## config.mk

```make
export PLATFORM = sky130hd
export DESIGN_NAME = divider_arbiter
export DESIGN_NICKNAME = d
export VERILOG_FILES = /design/src/rtl/divider_arbiter.sv
export SDC_FILE = /design/constraint.sdc
export NUM_CORES = 1
export LEC_CHECK = 0
export ABC_AREA = 1
export CORE_AREA = 2 2 168 170
export DETAILED_ROUTE_END_ITERATION = 10
export DIE_AREA = 0 0 170 172
export HOLD_SLACK_MARGIN = 0.06
export PLACE_DENSITY = 0.7
export SLEW_MARGIN = 10
export SYNTH_ARGS = -nofsm -noshare
export SYNTH_HDL_FRONTEND = slang
export SYNTH_SLANG_ARGS = --single-unit
```

## constraint.sdc

```tcl
create_clock -name clk -period 3.4 [get_ports clk]
set_input_delay 0.68 -clock clk [delete_from_list [all_inputs] [get_ports clk]]
set_output_delay 0.68 -clock clk [all_outputs]
set_load 0.02 [all_outputs]
```

## src/rtl/divider_arbiter.sv

```systemverilog
`default_nettype none
// ============================================================================
// Module      : divider_arbiter
// Description : Round-robin arbiter sharing one signed fixed-point divider
//               among NUM_REQ requesters. Handles divide-by-zero locally,
//               bounds the divider wait with a timeout and returns the result
//               as a one-hot response to the granted requester.
// Revision    : 1.0 - initial release
// ============================================================================
module divider_arbiter #(
  parameter int NUM_REQ = 4,
  parameter int TIMEOUT = 64
) (
  input  logic                  clk,
  input  logic                  rst,
  input  logic [NUM_REQ-1:0]    req_valid,
  input  logic [32*NUM_REQ-1:0] req_divisor,
  input  logic [32*NUM_REQ-1:0] req_dividend,
  output logic [NUM_REQ-1:0]    req_ready,
  output logic [NUM_REQ-1:0]    resp_valid,
  output logic [47:0]           resp_data,
  output logic                  resp_err,
  output logic                  div_start,
  output logic [31:0]           div_divisor,
  output logic [31:0]           div_dividend,
  input  logic [47:0]           div_result,
  input  logic                  div_valid
);

  // --------------------------------------------------------------------------
  // Constants
  // --------------------------------------------------------------------------
  localparam int GW = (NUM_REQ > 1) ? $clog2(NUM_REQ) : 1;
  localparam int CW = $clog2(TIMEOUT + 1);

  localparam logic [1:0] S_IDLE  = 2'd0;
  localparam logic [1:0] S_ISSUE = 2'd1;
  localparam logic [1:0] S_WAIT  = 2'd2;
  localparam logic [1:0] S_RESP  = 2'd3;

  localparam logic [47:0]   C_SAT_POS    = 48'h7FFF_FFFF_7FFF;
  localparam logic [47:0]   C_SAT_NEG    = 48'h8000_0000_8000;
  localparam logic [GW-1:0] C_LAST_RESET = GW'(NUM_REQ - 1);
  localparam logic [CW-1:0] C_TIMEOUT    = CW'(TIMEOUT);

  // --------------------------------------------------------------------------
  // State and datapath registers
  // --------------------------------------------------------------------------
  logic [1:0]    r_state;
  logic [1:0]    w_next_state;
  logic [GW-1:0] r_last_grant;
  logic [GW-1:0] r_grant;
  logic [31:0]   r_divisor;
  logic [31:0]   r_dividend;
  logic [CW-1:0] r_cnt;
  logic          r_div_valid_q;
  logic [47:0]   r_resp_data;
  logic          r_resp_err;

  // --------------------------------------------------------------------------
  // Combinational helpers
  // --------------------------------------------------------------------------
  logic          w_found;
  logic [GW-1:0] w_pick;
  logic [GW-1:0] w_cand;
  int            w_rr_idx;
  logic [31:0]   w_sel_divisor;
  logic [31:0]   w_sel_dividend;
  logic          w_div_zero;
  logic          w_dv_rise;
  logic [CW-1:0] w_cnt_next;
  logic          w_timeout;
  logic          w_req_ready;
  logic          w_resp_valid;
  logic          w_div_start;

  assign w_div_zero = (r_divisor == 32'd0);
  assign w_dv_rise  = div_valid & ~r_div_valid_q;
  assign w_cnt_next = r_cnt + 1'b1;
  // The timeout fires on the WAIT cycle that brings the count to TIMEOUT,
  // so at most TIMEOUT WAIT cycles are spent on one operation.
  assign w_timeout  = (w_cnt_next == C_TIMEOUT);

  // Round-robin search starting one past the last granted requester
  always_comb begin
    w_found  = 1'b0;
    w_pick   = '0;
    w_cand   = '0;
    w_rr_idx = 0;
    for (int k = 0; k < NUM_REQ; k++) begin
      w_rr_idx = int'(r_last_grant) + 1 + k;
      if (w_rr_idx >= NUM_REQ) begin
        w_rr_idx = w_rr_idx - NUM_REQ;
      end
      w_cand = GW'(w_rr_idx);
      if (!w_found && req_valid[w_cand]) begin
        w_found = 1'b1;
        w_pick  = w_cand;
      end
    end
  end

  // Operand mux selecting the slice of the requester being granted
  always_comb begin
    w_sel_divisor  = '0;
    w_sel_dividend = '0;
    for (int i = 0; i < NUM_REQ; i++) begin
      if (w_pick == GW'(i)) begin
        w_sel_divisor  = req_divisor[32*i +: 32];
        w_sel_dividend = req_dividend[32*i +: 32];
      end
    end
  end

  // --------------------------------------------------------------------------
  // FSM: state register
  // --------------------------------------------------------------------------
  // State register; reset always lands in IDLE, aborting any operation
  always_ff @(posedge clk) begin
    if (rst) begin
      r_state <= S_IDLE;
    end else begin
      r_state <= w_next_state;
    end
  end

  // FSM: next-state decode
  always_comb begin
    w_next_state = r_state;
    case (r_state)
      S_IDLE: begin
        if (w_found) begin
          w_next_state = S_ISSUE;
        end
      end
      S_ISSUE: begin
        w_next_state = w_div_zero ? S_RESP : S_WAIT;
      end
      S_WAIT: begin
        if (w_dv_rise || w_timeout) begin
          w_next_state = S_RESP;
        end
      end
      S_RESP: begin
        w_next_state = S_IDLE;
      end
      default: begin
        w_next_state = S_IDLE;
      end
    endcase
  end

  // FSM: output decode, all pulses forced low while reset is held
  always_comb begin
    w_req_ready  = 1'b0;
    w_resp_valid = 1'b0;
    w_div_start  = 1'b0;
    if (!rst) begin
      case (r_state)
        S_IDLE:  w_req_ready  = w_found;
        S_ISSUE: w_div_start  = ~w_div_zero;
        S_RESP:  w_resp_valid = 1'b1;
        default: begin
          w_req_ready  = 1'b0;
          w_resp_valid = 1'b0;
          w_div_start  = 1'b0;
        end
      endcase
    end
  end

  // --------------------------------------------------------------------------
  // Datapath
  // --------------------------------------------------------------------------
  // Grant bookkeeping and operand capture on the req_ready cycle
  always_ff @(posedge clk) begin
    if (rst) begin
      r_last_grant <= C_LAST_RESET;
      r_grant      <= '0;
      r_divisor    <= '0;
      r_dividend   <= '0;
    end else if (r_state == S_IDLE && w_found) begin
      r_last_grant <= w_pick;
      r_grant      <= w_pick;
      r_divisor    <= w_sel_divisor;
      r_dividend   <= w_sel_dividend;
    end
  end

  // div_valid history, tracked in every state so stale levels never look new
  always_ff @(posedge clk) begin
    if (rst) begin
      r_div_valid_q <= 1'b0;
    end else begin
      r_div_valid_q <= div_valid;
    end
  end

  // Timeout counter: cleared on ISSUE, counts every WAIT cycle
  always_ff @(posedge clk) begin
    if (rst) begin
      r_cnt <= '0;
    end else if (r_state == S_ISSUE) begin
      r_cnt <= '0;
    end else if (r_state == S_WAIT) begin
      r_cnt <= w_cnt_next;
    end
  end

  // Response registers; a divider edge takes priority over a same-cycle timeout
  always_ff @(posedge clk) begin
    if (rst) begin
      r_resp_data <= '0;
      r_resp_err  <= 1'b0;
    end else if (r_state == S_ISSUE && w_div_zero) begin
      r_resp_data <= r_dividend[31] ? C_SAT_NEG : C_SAT_POS;
      r_resp_err  <= 1'b1;
    end else if (r_state == S_WAIT) begin
      if (w_dv_rise) begin
        r_resp_data <= div_result;
        r_resp_err  <= 1'b0;
      end else if (w_timeout) begin
        r_resp_data <= '0;
        r_resp_err  <= 1'b1;
      end
    end
  end

  // --------------------------------------------------------------------------
  // One-hot handshake decoders
  // --------------------------------------------------------------------------
  for (genvar i = 0; i < NUM_REQ; i++) begin : g_onehot
    assign req_ready[i]  = w_req_ready  & (w_pick  == GW'(i));
    assign resp_valid[i] = w_resp_valid & (r_grant == GW'(i));
  end

  // Registered outputs are held at zero for as long as reset is asserted
  assign div_start    = w_div_start;
  assign div_divisor  = rst ? 32'd0 : r_divisor;
  assign div_dividend = rst ? 32'd0 : r_dividend;
  assign resp_data    = rst ? 48'd0 : r_resp_data;
  assign resp_err     = rst ? 1'b0  : r_resp_err;

endmodule
`default_nettype wire
```

## Word level (Yosys, flattened, before mapping)

Index checks and enable logic that the tools add are counted.

- Bits in registers: 127
- Input port bits: 311
- Output and inout port bits: 122
- Word-level logic and storage cells: 118

- Add/subtract/negate cells: 9
- Order comparisons: 8
- Eq/ne operators: 12
- Muxes and demuxes: 51
- Bitwise logic cells: 11
- Reductions and logical operators: 18

Operators by type and width:

| kind | count |
|---|---|
| 2-to-1 mux 32 bit | 10 |
| 2-to-1 mux 48 bit | 6 |
| zero test 32 bit | 1 |
| 2-to-1 mux 1 bit | 20 |
| 2-to-1 mux 2 bit | 10 |
| equality test 2 bit, second input constant | 6 |
| greater-or-equal comparator 4 x 3 -> 1 bit, second input constant | 3 |
| less-than comparator 2 x 3 -> 1 bit, second input constant | 4 |
| bitwise AND 1 bit | 9 |
| adder 3 x 2 -> 4 bit, second input constant | 2 |
| binary-select mux 1 bit (select 2 bit) | 4 |
| case mux 2 bit (4 select lines) | 1 |
| subtractor 2 x 1 -> 2 bit, second input constant | 4 |
| adder 7 x 1 -> 7 bit, second input constant | 1 |
| equality test 7 bit, second input constant | 1 |
| equality test 2 x 1 -> 1 bit, second input constant | 3 |
| zero test 2 bit | 3 |
| logical AND 1 bit | 5 |
| adder 3 x 1 -> 4 bit, second input constant | 1 |
| != test 2 bit, second input constant | 2 |
| AND reduction 2 bit | 2 |
| adder 2 x 1 -> 3 bit, second input constant | 1 |
| greater-or-equal comparator 3 bit, second input constant | 1 |
| zero test 1 bit | 3 |
| 5 further kinds | 6 |

## Logic depth before layout (Yosys ltp)

Gate-level depths: netlist of the first run.

- Depth in word-level cells: 20
- Gate-level depth with buffers: 17
- Depth with buffers taken out: 15

## Worst setup path after synthesis of the first run

No wires, ideal clock.

- Path type: input-to-output
- Start point: in req_valid[3]
- End point: out req_ready[0]
- Arrival time: 2.278 ns
- Slack: 0.442 ns
- Stages on the path: 12
- Path through: nand2_1 > nand2_1 > nand2_1 > nand2_1 > nand3_1 > nand2_2 > nor2_4 > nand2_4 > buf_12 > buf_8 > buf_4 > nor3_1

- Longest elaborated chain between the ends: 15
- Elaborated cells on any way between the ends: 26

Ends and longest elaborated chain:

| item | line | RTL |
|---|---|---|
| start, declared | 16 | `input logic [NUM_REQ-1:0] req_valid,` |
| binary-select mux 1 bit (select 2 bit) | 96 | `if (!w_found && req_valid[w_cand]) begin` |
| 2-to-1 mux 1 bit (not written as such) | 96 |  |
| 2-to-1 mux 1 bit | 96 |  |
| zero test 1 bit | 96 |  |
| logical AND 1 bit | 96 |  |
| 2-to-1 mux 1 bit | 96 |  |
| zero test 1 bit | 96 |  |
| logical AND 1 bit | 96 |  |
| 2-to-1 mux 1 bit | 96 |  |
| zero test 1 bit | 96 |  |
| logical AND 1 bit | 96 |  |
| 2-to-1 mux 1 bit | 96 |  |
| 2-to-1 mux 1 bit | 159 | `case (r_state)` |
| 2-to-1 mux 1 bit | 158 | `if (!rst) begin` |
| bitwise AND 1 bit * | 233 | `assign req_ready[i] = w_req_ready & (w_pick == GW'(i));` |
| end, declared | 19 | `output logic [NUM_REQ-1:0] req_ready,` |

Mark *: on every way between the ends. The rest lies on a longest branch, timed or not. The select of a mux whose other input is x is not followed.

## Final worst setup path of the first run

- Start point: in req_valid[2]
- End point: out req_ready[2]

The elaborated chain is that of the path after synthesis.

==> results.sh, run 1 <==
export IMPL_num_rows=61
export IMPL_drv_slew=0
export IMPL_synth_top_cell_by_area="dfxtp_1"
export IMPL_maxCapViolations=0
export IMPL_grt_first_pass_wirelength_um=50900
export IMPL_antenna_found_initial=0
export IMPL_r2r_slack_ns=0.77
export IMPL_start_kind="input port"
export IMPL_yosys_most_used_dff="dfxtp_1"
export IMPL_yosysUniqueCellTypes=35
export IMPL_end_kind="output port"
export IMPL_core_area_mm2=0.0275
export IMPL_wl_per_cell_um=15.7
export IMPL_pwr_share_clk_pct=18.7
export IMPL_wirelength_um=34100
export IMPL_yosysMostFrequentCell="nand2_1"
export IMPL_synth_top_area_share_pct=30.4
export IMPL_n_antenna_cell=0
export IMPL_period_minus_slack_ns=3.27
export IMPL_worstPathArrival_ns=2.59
export IMPL_die_width_um=170
export IMPL_highest_layer="met4"
export IMPL_path_clk_slew_ns=0.06
export IMPL_clock_path_buffers=2
export IMPL_crit_path_max_fanout=4
export IMPL_synth_area_mm2=0.00838
export IMPL_met3_length_um=2590
export IMPL_die_area_mm2=0.0292
export IMPL_grtUsageTotal_pct=22.4
export IMPL_wl_met2_um=16700
export IMPL_intPower_mw=5.32
export IMPL_yosysWarnings=0
export IMPL_final_util_pct=49.5
export IMPL_p_sw_share_pct=49.9
export IMPL_hpwl_um=25800
export IMPL_initial_core_util_pct=30.5
export IMPL_vias_per_cell=4.72
export IMPL_fin_crit_sh_pct=96.0
export IMPL_combPwrFrac_pct=62.7
export IMPL_root_buffer="clkbuf_16"
export IMPL_synth_fp_nets=1736
export IMPL_cts_made_buffers=17
export IMPL_synth_edf_count=0
export IMPL_ant_nets=0
export IMPL_die_h_um=172
export IMPL_first_iter_violations=590
export IMPL_p_per_area_mw_per_mm2=781
export IMPL_crit_type="in2out"
export IMPL_insertion_delay_ns=0.42
export IMPL_first_global_vias=9496
export IMPL_leakage_nw=5.89
export IMPL_ys_ff_latch=127
export IMPL_place_congestion=0.837
export IMPL_synth_async_reset_ratio_pct=0
export IMPL_finalHoldViolations=0
export IMPL_clock_sinks=127
export IMPL_max_freq_mhz=306
export IMPL_synthesis_instances=1420
export IMPL_min_path_type="reg2reg"
export IMPL_vdd_drop_max_mv=0.835
export IMPL_setup_viol=0
export IMPL_switching_power_mw=5.31
export IMPL_wl_met1_um=14000
export IMPL_synth_yosys_seq_area_share_pct=30.4
export IMPL_ios=433
export IMPL_drc=0
export IMPL_drive_above_1_share_pct=6.46
export IMPL_holdBufCountCts=0
export IMPL_dp_cells=2142
export IMPL_htree_levels=4
export IMPL_dr_pass1_iters=5
export IMPL_synthTopCellsByArea="dfxtp_1 30%, nand2_1 19%, inv_1 9.9%"
export IMPL_area_growth_syn_to_layout_pct=62.5
export IMPL_tightest_slew_ns=0.727
export IMPL_instances_no_fill=2173
export IMPL_nets=2131
export IMPL_synthTopCellsByCount="417 x nand2_1, 222 x inv_1, 158 x nor2_1"
export IMPL_vias=10256
export IMPL_overflow=0
export IMPL_crit_required_ns=2.72
export IMPL_outcome="finished, final reports clean"
export IMPL_finClkSkew_ns=0.0117
export IMPL_grt_max_degree=68
export IMPL_avgSynthCellArea_um2=5.90
export IMPL_grt_setup_unrepaired="no"
export IMPL_relSlewSlack_pct=51.6
export IMPL_numPortBuffers=432
export IMPL_tritoncts="done"
export IMPL_power_share_sequential_pct=18.6
export IMPL_finalPower_mw=10.6
-- cell type report --
type / instances / area (um2)
Clock inverter: 13 / 186
Fill cell: 2794 / 13900
Clock buffer: 18 / 439
Inverter: 227 / 852
Timing Repair Buffer: 470 / 4630
Multi-Input combinational cell: 972 / 4530
Tap cell: 346 / 433
Sequential cell: 127 / 2540
-- sequential cells by signal, indices dropped and copies added (netlist names) --
signal	cells
r_resp_err	1
r_state	2
r_div_valid_q	1
r_divisor	32
r_cnt	7
r_dividend	32
r_last_grant	2
r_resp_data	48
r_grant	2
-- cells in the final DEF, fill, tap and decap left out, types with 6 or more instances in the layout --
cell / synthesis / layout
o21ai_0: 86 / 86
nor3_1: 18 / 17
nor2_1: 158 / 156
nand3_2: 21 / 20
nand4_1: 25 / 25
clkdlybuf4s50_1: 0 / 427
dfxtp_1: 127 / 127
a31oi_1: 41 / 41
a21oi_1: 57 / 57
buf_4: 10 / 36
inv_1: 222 / 222
nand3_1: 115 / 115
nor2_4: 5 / 6
nand2_2: 6 / 7
clkbuf_16: 0 / 17
nand2_1: 417 / 416
-- path summary, 6_finish.rpt --
kind / endpoint / depth (start not counted) / from
worst max-delay path: req_ready[2] / 12 / req_valid[2]
worst min-delay path: r_resp_data[1] / 2 / r_resp_data[1]
worst max register to register: r_divisor[19] / 14 / r_last_grant[1]
worst min register to register: r_resp_data[1] / 2 / r_resp_data[1]
-- worst max-delay path, cell delays in order --
cell,delay [ns]
clkdlybuf4s50_1,0.50
nand2_1,0.06
nand2_1,0.12
nand2_1,0.09
nand2_2,0.12
inv_1,0.09
nand3b_1,0.10
nand2_2,0.08
nor2_4,0.09
inv_2,0.07
nor3_1,0.20
dlygate4sd1_1,0.38
-- metrics by stage --
stage               setup TNS (ns)  hold slack [ns]  instance area [um2]  setup slack (ns)
floorplan                        0            0.430                 8380             0.442
CTS                              0            0.457                13600            0.0334
global route                     0            0.471                13600          0.000327
finish                           0            0.459                13600             0.134
detailed placement          -0.467            0.448                13000            -0.163
global placement            -0.302            0.441                13000            -0.117
-- power by group through the flow --
stage / clock network (mW) / logic (mW) / registers (mW)
global placement: 0 / 6.58 / 2.00
CTS: 2.02 / 6.71 / 1.98
floorplan: 0 / 4.64 / 1.98
global route: 2.07 / 7.41 / 2.01
detailed placement: 0 / 6.68 / 2.01
finish: 1.98 / 6.66 / 1.98
-- timing repair --
action	4_1_cts	5_1_grt
gates resized for setup	3	9
cloned	0	0
endpoints found under the setup margin	3	4
pin swaps	0	0
buffers inserted	0	0
-- logic make-up (layout without fill, tap and decap cells) --
kind of cell,after synthesis,in the layout,synth area share [%]
AOI/OAI and AO/OA,190,190,12.3
adders and majority gates,5,5,0.747
buffers and inverters,321,728,16.0
DFF,127,127,30.4
xor gates and xnor gates,5,5,0.523
and+or+nand+nor,772,772,40.1
-- routing by layer --
metal | global-route usage (%) | up-vias
met5 | 0 | -
met4 | 7.13 | 0
met3 | 5.10 | 40
met2 | 40.5 | 380
met1 | 26.3 | 4617
li1 | - | 5219
(Power assumes the default switching activity.)
==> inputs of run 2 (changes only) <==
--- a/config.mk
+++ b/config.mk
@@ -7,6 +7,7 @@
 export LEC_CHECK = 0
 export ABC_AREA = 1
 export CORE_AREA = 2 2 168 170
+export CTS_CLUSTER_DIAMETER = 60
 export DETAILED_ROUTE_END_ITERATION = 10
 export DIE_AREA = 0 0 170 172
 export HOLD_SLACK_MARGIN = 0.06
==> results of run 2 <==
The final DEF is identical to that of run 1; final timing and power are the same.
==> inputs of run 3 (changes only) <==
--- a/config.mk
+++ b/config.mk
@@ -12,6 +12,7 @@
 export DIE_AREA = 0 0 170 172
 export HOLD_SLACK_MARGIN = 0.06
 export PLACE_DENSITY = 0.7
+export RECOVER_POWER = 50
 export SLEW_MARGIN = 10
 export SYNTH_ARGS = -nofsm -noshare
 export SYNTH_HDL_FRONTEND = slang
==> results.sh, run 3 (synthesized netlist as in run 1, its figures left out) <==
export IMPL_wl_met1_um=14000
export IMPL_wirelength_um=34100
export IMPL_overflow=0
export IMPL_outcome="finished, final reports clean"
export IMPL_finalPower_mw=10.6
export IMPL_insertion_delay_ns=0.42
export IMPL_nFillCells=2803
export IMPL_dp_cells=2142
export IMPL_vdd_drop_max_mv=0.834
export IMPL_die_width_um=170
export IMPL_numPortBuffers=432
export IMPL_highest_layer="met4"
export IMPL_finalHoldViolations=0
export IMPL_htree_levels=4
export IMPL_cts_made_buffers=17
export IMPL_tritoncts="done"
export IMPL_period_minus_slack_ns=3.28
export IMPL_instances_no_fill=2173
export IMPL_hpwl_um=25800
export IMPL_max_freq_mhz=305
export IMPL_num_rows=61
export IMPL_ios=433
export IMPL_drc=0
export IMPL_path_clk_slew_ns=0.06
export IMPL_fin_crit_sh_pct=96.6
export IMPL_drive_above_1_share_pct=6.35
export IMPL_reg_largest_list="r_resp_data (48), r_dividend (32), r_divisor (32)"
export IMPL_wl_per_cell_um=15.7
export IMPL_layout_commonest_cell="nand2_1"
export IMPL_first_iter_violations=610
export IMPL_crit_required_ns=2.72
export IMPL_root_buffer="clkbuf_16"
export IMPL_top_register="r_resp_data"
export IMPL_place_congestion=0.837
export IMPL_holdBufCountCts=0
export IMPL_place_worst_setup_slack_ns=-0.163
export IMPL_p_per_area_mw_per_mm2=779
export IMPL_maxCapViolations=0
export IMPL_nets=2131
export IMPL_die_area_mm2=0.0292
export IMPL_drv_slew=0
export IMPL_dpl_instance_area_mm2=0.0130
export IMPL_leakage_nw=6.03
export IMPL_end_kind="output port"
export IMPL_crit_path_max_fanout=4
export IMPL_clock_sinks=127
export IMPL_first_global_vias=9496
export IMPL_start_kind="input port"
export IMPL_dr_pass1_iters=5
export IMPL_grt_max_degree=68
export IMPL_core_area_mm2=0.0275
export IMPL_finalInstanceArea_mm2=0.0136
export IMPL_setup_viol=0
export IMPL_met3_length_um=2530
export IMPL_vias=10243
export IMPL_n_antenna_cell=0
export IMPL_ant_nets=0
export IMPL_largest_register_ffs=48
export IMPL_clock_path_buffers=2
export IMPL_tightest_slew_ns=1.07
export IMPL_final_cell_mix="416 x nand2_1, 378 x clkdlybuf4s50_1, 222 x inv_1"
export IMPL_grt_first_pass_wirelength_um=50900
export IMPL_wl_met2_um=16700
export IMPL_grtUsageTotal_pct=22.4
export IMPL_grt_setup_unrepaired="no"
export IMPL_finClkSkew_ns=0.0138
export IMPL_antenna_found_initial=0
export IMPL_initial_core_util_pct=30.5
export IMPL_die_h_um=172
export IMPL_crit_type="in2out"
export IMPL_worstPathArrival_ns=2.60
export IMPL_area_growth_syn_to_layout_pct=62.2
export IMPL_relSlewSlack_pct=28.6
export IMPL_min_path_type="reg2reg"
export IMPL_final_setup_worst_slack_ns=0.117
export IMPL_vias_per_cell=4.71
==> run 3: cell type report <==
| class | instances | area [um2] | share of cell area [%] |
|---|---|---|---|
| Clock buffer | 18 | 439 | 3.23 |
| Clock inverter | 13 | 186 | 1.37 |
| Inverter | 227 | 852 | 6.27 |
| Multi-Input combinational cell | 972 | 4530 | 33.3 |
| Sequential cell | 127 | 2540 | 18.7 |
| Tap cell | 346 | 433 | 3.19 |
| Timing Repair Buffer | 470 | 4600 | 33.9 |
==> run 3: what timing repair did <==
item                                    CTS  global route
resized for setup                         3             9
endpoints found under the setup margin    3             4
buffers inserted                          0             0
==> run 3: final timing paths <==
path | startpoint | to | slack [ns] | cells after the start
worst max-delay path | req_valid[2] | req_ready[2] | 0.12 | 12
worst min-delay path | r_resp_data[4] | r_resp_data[4] | 0.46 | 2
worst max register to register | r_divisor[3] | r_resp_data[2] | 0.41 | 11
worst min register to register | r_resp_data[4] | r_resp_data[4] | 0.46 | 2
==> run 3: metal layers <==
layer	vias up	track usage [%]
li1	5218	-
met1	4606	26.3
met2	381	40.5
met3	38	5.10
met4	0	7.13
met5	-	0
==> run 3: metrics by stage <==
stage	hold slack, ns	TNS [ns]	util, %
2_1_floorplan	0.430	0	-
3_3_place_gp	0.441	-0.302	47.2
3_5_place_dp	0.448	-0.467	47.2
4_1_cts	0.457	0	49.5
5_1_grt	0.471	0	49.4
6_report	0.457	0	49.4
==> run 3: power by group <==
| group | internal (mW) | switching (mW) |
|---|---|---|
| clock network | 1.25 | 0.737 |
| registers | 1.86 | 0.123 |
| logic | 2.19 | 4.43 |
| total | 5.29 | 5.29 |
==> run 3: worst max-delay path, cell delays in order <==
cell and delay (ns):
clkdlybuf4s50_1 0.51, nand2_1 0.06, nand2_1 0.12, nand2_1 0.09, nand2_2 0.12, inv_1 0.09
nand3b_1 0.10, nand2_2 0.08, nor2_4 0.09, inv_2 0.07, nor3_1 0.20, dlygate4sd1_1 0.38
